`src/rtl/csi_dphy_pkg.sv`:
```
// Shared types and constants for the CSI-2 D-PHY HS receive controller.
// Lane FSM states, the HS sync byte and the {LP+, LP-} line codes.
package csi_dphy_pkg;

   typedef enum logic [2:0] {
      ST_STOP,
      ST_HS_RQST,
      ST_BRIDGE,
      ST_TERM,
      ST_SETTLE,
      ST_HUNT,
      ST_HS_DATA,
      ST_WAIT_STOP
   } lane_st_e;

   localparam logic [7:0] SYNC_BYTE = 8'hB8;

   // LP codes are {lp_p, lp_n}
   localparam logic [1:0] LP_00 = 2'b00;
   localparam logic [1:0] LP_01 = 2'b01;
   localparam logic [1:0] LP_10 = 2'b10;
   localparam logic [1:0] LP_11 = 2'b11;

   function automatic int max3(input int a, input int b, input int c);
      int m;
      m = (a > b) ? a : b;
      return (m > c) ? m : c;
   endfunction

endpackage

```
`src/rtl/csi_dphy_lane_fsm.sv`:
```
// Per-lane D-PHY HS entry FSM: LP handshake, termination/settle timing,
// sync-byte hunt and registered payload byte forwarding.
module csi_dphy_lane_fsm
   import csi_dphy_pkg::*;
#(
   parameter int TERM_EN_CYC  = 2,
   parameter int SETTLE_CYC   = 8,
   parameter int SYNC_TIMEOUT = 32
) (
   input  logic       cam_ck_CLKOUT,
   input  logic       rstn,
   input  logic       enable_i,
   input  logic       lp_p_i,
   input  logic       lp_n_i,
   input  logic [7:0] hs_data_i,
   input  logic       fifo_empty_i,
   output logic       hs_term_o,
   output logic       hs_ena_o,
   output logic       fifo_rd_o,
   output logic [7:0] byte_data_o,
   output logic       byte_valid_o,
   output logic       sync_err_o,
   output logic       in_hs_o
);

   localparam int CMAX = max3(TERM_EN_CYC, SETTLE_CYC, SYNC_TIMEOUT);
   localparam int CW   = $clog2(CMAX + 1);
   localparam logic [CW-1:0] CSAT      = CW'(CMAX);
   localparam logic [CW-1:0] TERM_LAST = CW'(TERM_EN_CYC - 1);
   localparam logic [CW-1:0] SETL_LAST = CW'(SETTLE_CYC - 1);
   localparam logic [CW-1:0] HUNT_LAST = CW'(SYNC_TIMEOUT - 1);

   lane_st_e      st_q, st_d;
   logic [CW-1:0] cnt_q, cnt_d, cnt_inc;
   logic [7:0]    bd_q, bd_d;
   logic          bv_q, bv_d;
   logic [1:0]    lp;
   logic          rd, accept;

   assign lp      = {lp_p_i, lp_n_i};
   assign cnt_inc = (cnt_q == CSAT) ? cnt_q : cnt_q + 1'b1;

   always_comb begin
      st_d       = st_q;
      hs_term_o  = 1'b0;
      hs_ena_o   = 1'b0;
      rd         = 1'b0;
      sync_err_o = 1'b0;
      case (st_q)
         ST_STOP:    if (lp == LP_01) st_d = ST_HS_RQST;
         ST_HS_RQST: begin
            case (lp)
               LP_00:   st_d = ST_BRIDGE;
               LP_11:   st_d = ST_STOP;
               LP_10:   st_d = ST_WAIT_STOP;
               default: st_d = ST_HS_RQST;
            endcase
         end
         ST_BRIDGE:  st_d = (lp == LP_11) ? ST_STOP : ST_TERM;
         ST_TERM: begin
            hs_term_o = 1'b1;
            if (lp == LP_11)             st_d = ST_STOP;
            else if (cnt_q == TERM_LAST) st_d = ST_SETTLE;
         end
         ST_SETTLE: begin
            hs_term_o = 1'b1;
            hs_ena_o  = 1'b1;
            if (lp == LP_11)             st_d = ST_STOP;
            else if (cnt_q == SETL_LAST) st_d = ST_HUNT;
         end
         ST_HUNT: begin
            hs_term_o = 1'b1;
            hs_ena_o  = 1'b1;
            rd        = ~fifo_empty_i;
            if (lp == LP_11)                        st_d = ST_STOP;
            else if (rd && hs_data_i == SYNC_BYTE)  st_d = ST_HS_DATA;
            else if (cnt_q == HUNT_LAST) begin
               sync_err_o = 1'b1;
               st_d       = ST_WAIT_STOP;
            end
         end
         ST_HS_DATA: begin
            hs_term_o = 1'b1;
            hs_ena_o  = 1'b1;
            rd        = ~fifo_empty_i;
            if (lp == LP_11) st_d = ST_STOP;
         end
         ST_WAIT_STOP: if (lp == LP_11) st_d = ST_STOP;
         default:    st_d = ST_STOP;
      endcase
      // Disabling stops FIFO pops at once so no byte is drained and dropped
      if (!enable_i) begin
         st_d       = ST_STOP;
         rd         = 1'b0;
         sync_err_o = 1'b0;
      end
   end

   assign accept = rd && (st_q == ST_HS_DATA);
   assign bv_d   = accept;
   assign bd_d   = accept ? hs_data_i : 8'h00;
   assign cnt_d  = ((st_d == st_q) && (st_q inside {ST_TERM, ST_SETTLE, ST_HUNT}))
                   ? cnt_inc : '0;

   always_ff @(posedge cam_ck_CLKOUT or negedge rstn) begin
      if (!rstn) begin
         st_q  <= ST_STOP;
         cnt_q <= '0;
         bv_q  <= 1'b0;
         bd_q  <= 8'h00;
      end else begin
         st_q  <= st_d;
         cnt_q <= cnt_d;
         bv_q  <= bv_d;
         bd_q  <= bd_d;
      end
   end

   assign fifo_rd_o    = rd;
   assign byte_valid_o = bv_q;
   assign byte_data_o  = bd_q;
   assign in_hs_o      = (st_q == ST_HS_DATA);

endmodule

```
`src/rtl/csi_dphy_hs_rx_ctrl.sv`:
```
// D-PHY HS receive controller: one independent entry FSM per data lane
// plus a registered all-lanes-in-HS indication.
module csi_dphy_hs_rx_ctrl
   import csi_dphy_pkg::*;
#(
   parameter int NUM_LANES    = 2,
   parameter int TERM_EN_CYC  = 2,
   parameter int SETTLE_CYC   = 8,
   parameter int SYNC_TIMEOUT = 32
) (
   input  logic                   cam_ck_CLKOUT,
   input  logic                   rstn,
   input  logic                   enable,
   input  logic [NUM_LANES-1:0]   lp_p,
   input  logic [NUM_LANES-1:0]   lp_n,
   input  logic [8*NUM_LANES-1:0] hs_data,
   input  logic [NUM_LANES-1:0]   fifo_empty,
   output logic [NUM_LANES-1:0]   hs_term,
   output logic [NUM_LANES-1:0]   hs_ena,
   output logic [NUM_LANES-1:0]   fifo_rd,
   output logic [8*NUM_LANES-1:0] byte_data,
   output logic [NUM_LANES-1:0]   byte_valid,
   output logic [NUM_LANES-1:0]   sync_err,
   output logic                   all_lanes_hs
);

   logic [NUM_LANES-1:0] in_hs;
   logic                 all_hs_q, all_hs_d;

   for (genvar g = 0; g < NUM_LANES; g++) begin : g_lane
      csi_dphy_lane_fsm #(
         .TERM_EN_CYC  (TERM_EN_CYC),
         .SETTLE_CYC   (SETTLE_CYC),
         .SYNC_TIMEOUT (SYNC_TIMEOUT)
      ) u_lane (
         .cam_ck_CLKOUT (cam_ck_CLKOUT),
         .rstn          (rstn),
         .enable_i      (enable),
         .lp_p_i        (lp_p[g]),
         .lp_n_i        (lp_n[g]),
         .hs_data_i     (hs_data[8*g +: 8]),
         .fifo_empty_i  (fifo_empty[g]),
         .hs_term_o     (hs_term[g]),
         .hs_ena_o      (hs_ena[g]),
         .fifo_rd_o     (fifo_rd[g]),
         .byte_data_o   (byte_data[8*g +: 8]),
         .byte_valid_o  (byte_valid[g]),
         .sync_err_o    (sync_err[g]),
         .in_hs_o       (in_hs[g])
      );
   end

   // Gated by enable so the flag clears together with the lanes
   assign all_hs_d = enable & (&in_hs);

   always_ff @(posedge cam_ck_CLKOUT or negedge rstn) begin
      if (!rstn) all_hs_q <= 1'b0;
      else       all_hs_q <= all_hs_d;
   end

   assign all_lanes_hs = all_hs_q;

endmodule

```
`config.mk`:
```
export PLATFORM = sky130hd
export DESIGN_NAME = csi_dphy_hs_rx_ctrl
export DESIGN_NICKNAME = d
export VERILOG_FILES = /design/src/rtl/csi_dphy_pkg.sv /design/src/rtl/csi_dphy_lane_fsm.sv /design/src/rtl/csi_dphy_hs_rx_ctrl.sv
export SDC_FILE = /design/constraint.sdc
export NUM_CORES = 1
export LEC_CHECK = 0
export CAP_MARGIN = 20
export CORE_ASPECT_RATIO = 0.6
export CORE_MARGIN = 4
export CORE_UTILIZATION = 45
export DETAILED_ROUTE_END_ITERATION = 12
export PLACE_DENSITY_LB_ADDON = 0.1
export REMOVE_ABC_BUFFERS = 1
export SETUP_SLACK_MARGIN = 0.5
export SYNTH_ARGS = -nofsm -noshare
export SYNTH_HDL_FRONTEND = slang
export SYNTH_SLANG_ARGS = --single-unit
```
`constraint.sdc`:
```
create_clock -name cam_ck_CLKOUT -period 2.05 [get_ports cam_ck_CLKOUT]
set_input_delay 0.3075 -clock cam_ck_CLKOUT [delete_from_list [all_inputs] [get_ports cam_ck_CLKOUT]]
set_output_delay 0.3075 -clock cam_ck_CLKOUT [all_outputs]
set_load 0.05 [all_outputs]
```
==> impl_metrics.csv <==
group,metric,value,unit
outcome,run_status,"finished with violations",
outcome,failed_checks,"negative setup slack",
synth,synth_cell_types,50,
layout,final_cell_mix,"53 x buf_4, 34 x dfrtp_1, 30 x dlygate4sd2_1",
die,die_x,98.9,um
setup_path,critPathRequiredTime,1740,ps
synth,synth_edf_count,0,
job,max_cap_viol_count,0,
setup_path,worstSetupStartpointType,"flip-flop",
power_and_ir_drop,switching_share,26.3,%
route,wl_per_cell,19.0,um
die,chipHeight,62.5,um
global_route,grt_first_pass_wirelength,11400,um
route,avgViaCountPerCell,5.86,
hold_path,hp-class,"in -> async",
clock_network,cts_tree,"done",
synth,async_reset_ff_share,100,%
power_and_ir_drop,p_sw,468,uW
clock_network,cts-root-buf,"clkbuf_8",
setup_path,cp_cell_sequence,"ha_2, nand2_2, or3_4, nor4_4, buf_12",
place,portBuffers,51,
power_and_ir_drop,clkPwrFrac,37.2,%
route,vias,2398,
sta,timing.final.ws_setup,-59.2,ps
clock_network,clock_sinks,37,
global_route,gr-usage-all-layers,23.1,%
clock_network,path_clk_slew,70,ps
clock_network,clk_latency,290,ps
clock_network,cts_hold_buf,0,
sta,setup_viol,5,
power_and_ir_drop,seq_power_share,42.3,%
route,first_pass_iters,5,
route,drc,0,
setup_path,slowest_delay,420,ps
place,hpwlAfterDp,4290,um
global_route,gr-usage-met2,36.2,%
layout,final_common_cell,"buf_4",
die,core-area,4680,um^2
place,dp_slack,-280,ps
synth,netlist_instances,232,
clock_network,clockBufferDepth,2,
sta,period_share,103,%
global_route,grt_max_degree,38,
global_route,antenna_found_initial,0,
global_route,overflow,0,
synth,syn_area,2230,um^2
global_route,use_met3,7.69,%
clock_network,htreeDepth,2,
sta,rsz0062_at_grt,"true",
layout,n_antenna_cell,0,
synth,yosys.area.top_type_share,41.5,%
layout,nets,384,
setup_path,rrSetupSlack,-10,ps
power_and_ir_drop,p_leak,1.78,nW
sta,fmax,474,MHz
place,gp_congestion,0.853,
synth,ys_seq_area_share,41.5,%
power_and_ir_drop,p_int,1.31,mW
sta,fin_tns_setup,-107,ps
setup_path,crit_fanout,2,
sta,skew,1.65,ps
setup_path,crit_type,"reg -> out",
die,rows,19,
die,boundaryPins,52,
synth,synth-seq-cells,37,
global_route,grt.busiest_layer,"met2",
setup_path,crit_arrival,1800,ps
setup_path,end_kind,"output port",
sta,period_minus_slack,2110,ps
route,drt_iter0_drc,158,
power_and_ir_drop,p_per_area,469,nW/um^2
clock_network,cts_buffers,5,
power_and_ir_drop,ir_worst_vdd,444,uV
sta,drv_slew,0,
sta,worst_pin_slew,816,ps
layout,syn_to_final_growth,69.8,%
global_route,grtUsageMet1,30.1,%
sta,hold_viol_final,0,
sta,whs,106,ps
power_and_ir_drop,p_comb_share,20.5,%
layout,drive_above_1_share,42.5,%
die,die_area,6180,um^2
synth,ys_warn_count,0,
die,initial_core_util,47.6,%
route,wl,7790,um
setup_path,slowest_stage,"or3_4",
synth,avgSynthCellArea,9.61,um^2
synth,yosysTopAreaCell,"dfrtp_1",
synth,ys_top_cells_by_area,"dfrtp_1 42%, ha_1 7.9%, and2_1 4.5%",
route,postRouteAntennaNets,0,
sta,slew_headroom,45.6,%
global_route,first_global_vias,2312,
synth,synth_top_flop_cell,"dfrtp_1",
[per-stage QoR]
step | instances | util (%) | power (mW) | cell area (um^2)
after floorplan | 215 | - | 0.870 | 2120
after global placement | 376 | 66.9 | 1.03 | 3130
after detailed placement | 376 | 66.9 | 1.03 | 3130
after CTS | 404 | 77.5 | 1.73 | 3630
after global routing | 409 | 80.8 | 1.83 | 3780
final | 409 | 80.8 | 1.78 | 3780
[synth_stat cells, types with 2 or more instances]
cell type / n
o211ai_1: 3
mux2i_1: 3
nor4b_1: 2
nor2b_1: 4
nor3_1: 12
xor2_1: 4
dfrtp_1: 37
a21boi_0: 2
clkbuf_1: 3
a311o_1: 2
nor2_1: 14
ha_1: 14
and2_1: 16
and3_1: 2
xnor2_1: 8
nor4_1: 7
inv_1: 13
nand3_1: 6
a21oi_1: 7
nand4_1: 3
o21ai_0: 5
a221oi_1: 2
nand2b_1: 5
buf_4: 13
nor3b_1: 2
nand2_1: 16
o31ai_1: 2
or3_1: 3
[critical path, delay by kind of cell (launching register included)]
family	cells	cell delay, ps
flops	1	370
simple gates	3	750
buf+inv	1	190
fa+ha+maj	1	200
[final timing paths]
check | endpoint | startpoint | depth (start not counted)
min reg2reg | all_lanes_hs | g_lane[0].u_lane.st_q[0] | 2
max in group asynchronous | g_lane[0].u_lane.cnt_q[2] | rstn | 1
max reg2reg | g_lane[1].u_lane.cnt_q[2] | g_lane[1].u_lane.cnt_q[3] | 6
min in group cam_ck_CLKOUT | g_lane[0].u_lane.byte_data_o[0] | hs_data[0] | 2
min | g_lane[0].u_lane.byte_data_o[0] | rstn | 1
max | sync_err[1] | g_lane[1].u_lane.cnt_q[0] | 5
[sequential cells by signal (all words and copies together), names as in the netlist]
register,count
g_lane.u_lane.byte_valid_o,2
g_lane.u_lane.cnt_q,12
g_lane.u_lane.st_q,6
g_lane.u_lane.byte_data_o,16
all_lanes_hs,1
[timing repair]
action / 4_1_cts / 5_1_grt
setup buffers: 19 / 5
cloned: 1 / 0
pin swaps: 20 / 10
setup endpoints to repair: 45 / 33
resized for setup: 101 / 32
[metal layers]
layer  routed length [um]  share of wire (%)
met1                 3260                 42
met2                 3470                 45
met3                  750                9.6
met4                  311                4.0
met5                    0                  0
[logic make-up after synthesis]
group           synth area share, %
simple gates                   25.4
mux                            1.35
buf+inv                        7.29
fa+ha+maj                      7.86
xor+xnor                       4.71
flops                          41.5
compound gates                 11.8
[area by class of cell]
| class | count | area (um^2) |
|---|---|---|
| Clock inverter | 1 | 30.0 |
| Sequential cell | 37 | 930 |
| Tap cell | 63 | 78.8 |
| Timing Repair Buffer | 123 | 1150 |
| Inverter | 13 | 48.8 |
| Multi-Input combinational cell | 165 | 1460 |
| Fill cell | 263 | 898 |
| Clock buffer | 7 | 86.3 |
[power by group through the flow]
stage | clock (mW) | sequential (mW) | combinational, mW
global route | 0.693 | 0.752 | 0.388
finish | 0.660 | 0.751 | 0.365
detailed placement | 0 | 0.761 | 0.271
CTS | 0.661 | 0.749 | 0.323
global placement | 0 | 0.760 | 0.268
floorplan | 0 | 0.769 | 0.100
No activity file was read; power rests on OpenSTA's default activity.
